--- src/rtl/rv32i_load_store_unit_pkg.sv ---
// Shared funct3 encodings, LSU state encoding and store-lane helpers for the load/store unit.
// Pure definitions: no latency, no flow control.
package rv32i_load_store_unit_pkg;

  localparam int LSU_XLEN = 32;

  localparam logic [2:0] F3_LB  = 3'b000;
  localparam logic [2:0] F3_LH  = 3'b001;
  localparam logic [2:0] F3_LW  = 3'b010;
  localparam logic [2:0] F3_LBU = 3'b100;
  localparam logic [2:0] F3_LHU = 3'b101;
  localparam logic [2:0] F3_SB  = 3'b000;
  localparam logic [2:0] F3_SH  = 3'b001;
  localparam logic [2:0] F3_SW  = 3'b010;

  localparam logic [1:0] LSU_IDLE = 2'd0;
  localparam logic [1:0] LSU_REQ  = 2'd1;
  localparam logic [1:0] LSU_WAIT = 2'd2;
  localparam logic [1:0] LSU_DONE = 2'd3;

  // Legal funct3 for the op direction and naturally aligned for its size.
  function automatic logic access_ok(input logic is_store, input logic [2:0] f3,
                                     input logic [1:0] a);
    logic ok;
    ok = 1'b0;
    case (f3)
      F3_LB:   ok = 1'b1;
      F3_LH:   ok = ~a[0];
      F3_LW:   ok = (a == 2'b00);
      F3_LBU:  ok = ~is_store;
      F3_LHU:  ok = ~is_store & ~a[0];
      default: ok = 1'b0;
    endcase
    return ok;
  endfunction

  function automatic logic [3:0] byte_en(input logic [1:0] size, input logic [1:0] a);
    logic [3:0] be;
    case (size)
      2'b00:   be = 4'b0001 << a;
      2'b01:   be = 4'b0011 << a;
      default: be = 4'b1111;
    endcase
    return be;
  endfunction

  function automatic logic [LSU_XLEN-1:0] lane_wdata(input logic [1:0] size,
                                                     input logic [LSU_XLEN-1:0] d);
    logic [LSU_XLEN-1:0] w;
    case (size)
      2'b00:   w = {4{d[7:0]}};
      2'b01:   w = {2{d[15:0]}};
      default: w = d;
    endcase
    return w;
  endfunction

endpackage

--- src/rtl/rv32i_load_align.sv ---
// Load data aligner: picks the addressed byte/half lane of the read word and sign/zero-extends it.
// Combinational, zero latency; no flow control.
module rv32i_load_align
  import rv32i_load_store_unit_pkg::*;
(
  input  logic [LSU_XLEN-1:0] i_rdata,
  input  logic [1:0]          i_byte_off,
  input  logic [2:0]          i_funct3,
  output logic [LSU_XLEN-1:0] o_data
);

  logic [LSU_XLEN-1:0] w_shifted;

  assign w_shifted = i_rdata >> {i_byte_off, 3'b000};

  always_comb begin
    o_data = w_shifted;
    case (i_funct3)
      F3_LB:   o_data = {{24{w_shifted[7]}}, w_shifted[7:0]};
      F3_LH:   o_data = {{16{w_shifted[15]}}, w_shifted[15:0]};
      F3_LBU:  o_data = {24'd0, w_shifted[7:0]};
      F3_LHU:  o_data = {16'd0, w_shifted[15:0]};
      default: o_data = w_shifted;
    endcase
  end

endmodule

--- src/rtl/rv32i_load_store_unit.sv ---
// MEM-stage load/store unit on a req/gnt/rvalid bus; store 3 cycles, load 3-4 cycles incl. DONE.
// Stalls the pipeline from issue until the access completes; misaligned ops rejected without stalling.
module rv32i_load_store_unit
  import rv32i_load_store_unit_pkg::*;
#(
  parameter int XLEN       = 32,
  parameter int ADDR_WIDTH = 32
) (
  input  logic                  i_clk,
  input  logic                  i_rst_n,
  input  logic                  i_valid,
  input  logic                  i_mem_read,
  input  logic                  i_mem_write,
  input  logic [2:0]            i_funct3,
  input  logic [ADDR_WIDTH-1:0] i_addr,
  input  logic [XLEN-1:0]       i_store_data,
  output logic                  o_stall,
  output logic [XLEN-1:0]       o_load_data,
  output logic                  o_load_valid,
  output logic                  o_misaligned,
  output logic                  o_mem_req,
  output logic                  o_mem_we,
  output logic [ADDR_WIDTH-1:0] o_mem_addr,
  output logic [XLEN-1:0]       o_mem_wdata,
  output logic [3:0]            o_mem_be,
  input  logic                  i_mem_gnt,
  input  logic                  i_mem_rvalid,
  input  logic [XLEN-1:0]       i_mem_rdata
);

  logic [1:0]            r_state;
  logic [ADDR_WIDTH-1:0] r_addr;
  logic                  r_we;
  logic [3:0]            r_be;
  logic [XLEN-1:0]       r_wdata;
  logic [2:0]            r_funct3;
  logic [XLEN-1:0]       r_load_data;

  logic                  w_mem_op;
  logic                  w_ok;
  logic                  w_idle;
  logic                  w_start;
  logic                  w_bad;
  logic                  w_capture;
  logic [XLEN-1:0]       w_aligned;

  assign w_mem_op  = i_valid & (i_mem_read | i_mem_write);
  assign w_ok      = access_ok(i_mem_write, i_funct3, i_addr[1:0]);
  assign w_idle    = (r_state == LSU_IDLE);
  // Gated by reset so IDLE-state combinational outputs read 0 while reset is held.
  assign w_start   = i_rst_n & w_idle & w_mem_op & w_ok;
  assign w_bad     = i_rst_n & w_idle & w_mem_op & ~w_ok;
  assign w_capture = i_mem_rvalid & ~r_we &
                     (((r_state == LSU_REQ) & i_mem_gnt) | (r_state == LSU_WAIT));

  rv32i_load_align u_load_align (
    .i_rdata    (i_mem_rdata),
    .i_byte_off (r_addr[1:0]),
    .i_funct3   (r_funct3),
    .o_data     (w_aligned)
  );

  always_ff @(posedge i_clk or negedge i_rst_n) begin
    if (!i_rst_n) begin
      r_state  <= LSU_IDLE;
      r_addr   <= '0;
      r_we     <= 1'b0;
      r_be     <= 4'b0000;
      r_wdata  <= '0;
      r_funct3 <= 3'b000;
    end else begin
      case (r_state)
        LSU_IDLE: begin
          if (w_start) begin
            r_state  <= LSU_REQ;
            r_addr   <= i_addr;
            r_we     <= i_mem_write;
            r_be     <= byte_en(i_funct3[1:0], i_addr[1:0]);
            r_wdata  <= lane_wdata(i_funct3[1:0], i_store_data);
            r_funct3 <= i_funct3;
          end
        end
        LSU_REQ: begin
          if (i_mem_gnt) begin
            r_state <= (r_we | i_mem_rvalid) ? LSU_DONE : LSU_WAIT;
          end
        end
        LSU_WAIT: begin
          if (i_mem_rvalid) r_state <= LSU_DONE;
        end
        default: r_state <= LSU_IDLE;
      endcase
    end
  end

  always_ff @(posedge i_clk or negedge i_rst_n) begin
    if (!i_rst_n) begin
      r_load_data <= '0;
    end else if (w_capture) begin
      r_load_data <= w_aligned;
    end
  end

  assign o_stall      = w_start | (r_state == LSU_REQ) | (r_state == LSU_WAIT);
  assign o_misaligned = w_bad;
  assign o_load_valid = (r_state == LSU_DONE) & ~r_we;
  assign o_load_data  = r_load_data;
  assign o_mem_req    = (r_state == LSU_REQ);
  assign o_mem_we     = r_we;
  assign o_mem_addr   = {r_addr[ADDR_WIDTH-1:2], 2'b00};
  assign o_mem_wdata  = r_wdata;
  assign o_mem_be     = r_be;

endmodule

--- config.mk ---
export PLATFORM = sky130hd
export DESIGN_NAME = rv32i_load_store_unit
export DESIGN_NICKNAME = d
export VERILOG_FILES = /design/src/rtl/rv32i_load_store_unit_pkg.sv /design/src/rtl/rv32i_load_align.sv /design/src/rtl/rv32i_load_store_unit.sv
export SDC_FILE = /design/constraint.sdc
export NUM_CORES = 1
export LEC_CHECK = 0
export ABC_AREA = 1
export CAP_MARGIN = 20
export CORE_MARGIN = 10
export CORE_UTILIZATION = 30
export DETAILED_ROUTE_END_ITERATION = 8
export PLACE_DENSITY = 0.62
export SLEW_MARGIN = 20
export SYNTH_ARGS = -nofsm -noshare
export SYNTH_HDL_FRONTEND = slang
export SYNTH_SLANG_ARGS = --single-unit
--- constraint.sdc ---
create_clock -name i_clk -period 2.17 [get_ports i_clk]
set_clock_uncertainty 0.05 [all_clocks]
set_input_delay 0.434 -clock i_clk [delete_from_list [all_inputs] [get_ports i_clk]]
set_output_delay 0.434 -clock i_clk [all_outputs]
set_load 0.05 [all_outputs]
==> results.tsv <==
metric	value	unit
critical-path cell list	clkdlybuf4s50_1	
final WL	17900	µm
initial antenna violation count	1	
Synth Area in XOR/XNOR	0	%
pre-CTS setup slack	0.0347	ns
share of layout cells above drive strength 1	8.46	%
routability cong.	0.871	
Synth top area share	48.1	%
vias in the first global route	5110	
first-pass GRT wire length	28200	µm
clk buf depth	2	
max-cap viol count	0	
Syn Area/Cell	7.66	µm²
Die Ht	156	µm
WP buf/inv	1	
final hold vios	0	
reg2reg setup slack	0.25	ns
count of cell types in the netlist	29	
Starting Density	30.6	%
cell count after synthesis	720	
synth warn	0	
I/O Buffers	208	
design area	0.00799	mm²
RSZ-0062 raised after global routing	yes	
later-pin clock latency in the skew report	0.35	ns
GRT Overall Usage	14.6	%
nature of the critical path endpoint	output pin	
Seq/Total Area, Yosys	48.1	%
P_leak	0.00383	µW
RR Startpoint	r_state[0]	
Overflow after GRT	0	
Setup TNS	0	ns
Avg Vias per Cell	4.49	
1st-pass router iterations	4	
post-synthesis cell area	0.00551	mm²
mux cell area share after synthesis	0	%
VDD IR max	0.00102	V
total power	13600	µW
commonest non-fill, non-tap cells in the layout	269 x nand2_1, 199 x clkdlybuf4s50_1, 106 x dfrtp_1	
Slew HR	59.1	%
H-tree levels	3	
CP Max Fanout	5	
Cell Area, Placed	0.00760	mm²
floorplan core area	0.0180	mm²
DR WL/cell	15.9	µm
measured slew at the worst slew-check pin	0.613	ns
largest net degree at the start of global routing	107	
drc violations	0	
Crit path max-delay family	buffers and inverters	
r2r worst-path depth	11	
top cells by area, synth	dfrtp_1 48%, nand2_1 18%, buf_4 5.4%, nand3_1 4.8%, o21ai_0 3.4%	
Req. time, crit path	1.69	ns
area grow syn2layout	45.0	%
TritonCTS Buffers	9	
status	finished, final reports clean	
area leader, netlist	dfrtp_1	
CP arrival	1.61	ns
clock-pin slew on the worst setup and hold paths	0.07	ns
setup violators final	0	
Adder-Cell Fraction of Synth Area	0.908	%
root buffer cell	clkbuf_16	
Chip Width	156	µm
vias post-DR	5074	
minimum clock period	2.10	ns
worst min path class	primary input to async pin	
Post-Synth Simple-Gate Area	29.2	%
highest clock rate	0.477	GHz
CTS Hold Buffers Added	0	
# rows	49	
main combinational cell family by area after synthesis	simple AND/OR/NAND/NOR gates	
Crit path largest cell delay	0.84	ns
1st-iter DRT viols	210	
Die ar.	0.0242	mm²
power density cells	1710	mW/mm²
post-synthesis register bit count	106	
Compound-Gate Fraction of Synth Area	9.62	%
CTS sink cnt	106	
most common cell after layout, fill and taps aside	nand2_1	
critical setup path kind	flop to output pin	
Slowest cell on crit path	clkdlybuf4s50_1	
antenna-violating nets left	0	
# nets final	1003	
post-route setup slack	0.0723	ns
Top Ports	211	
Post-DP HPWL	13600	µm
Final Max Slew Viols	0	
Final period util	96.7	%
CP startpoint kind	flop	
capture point of the worst reg-to-reg path	o_load_data[11]	
TritonCTS clock tree	done	
power breakdown:
group | leakage [µW] | internal (µW) | switching, µW
Sequential | 0.00132 | 2940 | 566
Combinational | 0.00236 | 2800 | 5610
Clock | 0.000147 | 942 | 788
Total | 0.00383 | 6680 | 6960
worst max path at each step:
stage	startpoint	cells past startpoint	to
CTS	r_state[0]	6	o_misaligned
floorplan	r_state[0]	5	o_misaligned
global route	i_funct3[0]	7	o_stall
detailed placement	i_valid	5	o_misaligned
finish	o_mem_we	1	o_mem_we
global placement	i_funct3[1]	6	o_misaligned
cell usage after synthesis (all sizes together):
cell,n
a21boi,1
a21oi,34
a31oi,1
buf,61
clkbuf,8
conb,1
dfrtp,106
ha,4
inv,52
nand2,271
nand3,56
nor2,32
nor3,1
o21ai,68
o22ai,1
or2,23
per-stage QoR:
step | utilization, % | cells | hold WS (ns)
after floorplan | - | 721 | 0.0884
after global placement | 42.2 | 1107 | 0.411
after detailed placement | 42.2 | 1107 | 0.414
after CTS | 44.2 | 1126 | 0.191
after global routing | 44.3 | 1127 | 0.182
final | 44.3 | 1129 | 0.124
routing by layer:
layer,track usage (%),share of wire [%],wire [µm]
met4,3.97,1.5,265
met3,8.52,14,2540
met2,21.8,43,7720
met1,17.5,41,7400
met5,0,0,0
final cells by class:
class                           instances  area, µm²
Tap cell                              229        287
Timing Repair Buffer                  230       2300
Sequential cell                       106       2650
Inverter                               52        195
Clock buffer                           10        239
Multi-Input combinational cell        494       2240
Fill cell                            1834      10000
Clock inverter                          6       73.8
Antenna cell                            2       5.00
registers in the layout, summed over array words and instances, names as in the netlist:
signal and cells:
o_load_data 32, o_mem_wdata 32, r_addr 32, o_mem_be 4
r_funct3 3, r_state 2, o_mem_we 1
what timing repair did:
item / CTS / global route
gates resized for setup: 6 / 5
setup buffers: 3 / 1
endpoints found under the setup margin: 2 / 2
pin swaps: 1 / 2
cells by family after synthesis:
kind of cell	Yosys count
simple gates	383
buf+inv	121
flops	106
compound gates	105
fa+ha+maj	4
other cells	1
Power figures use the tool's default switching activity.
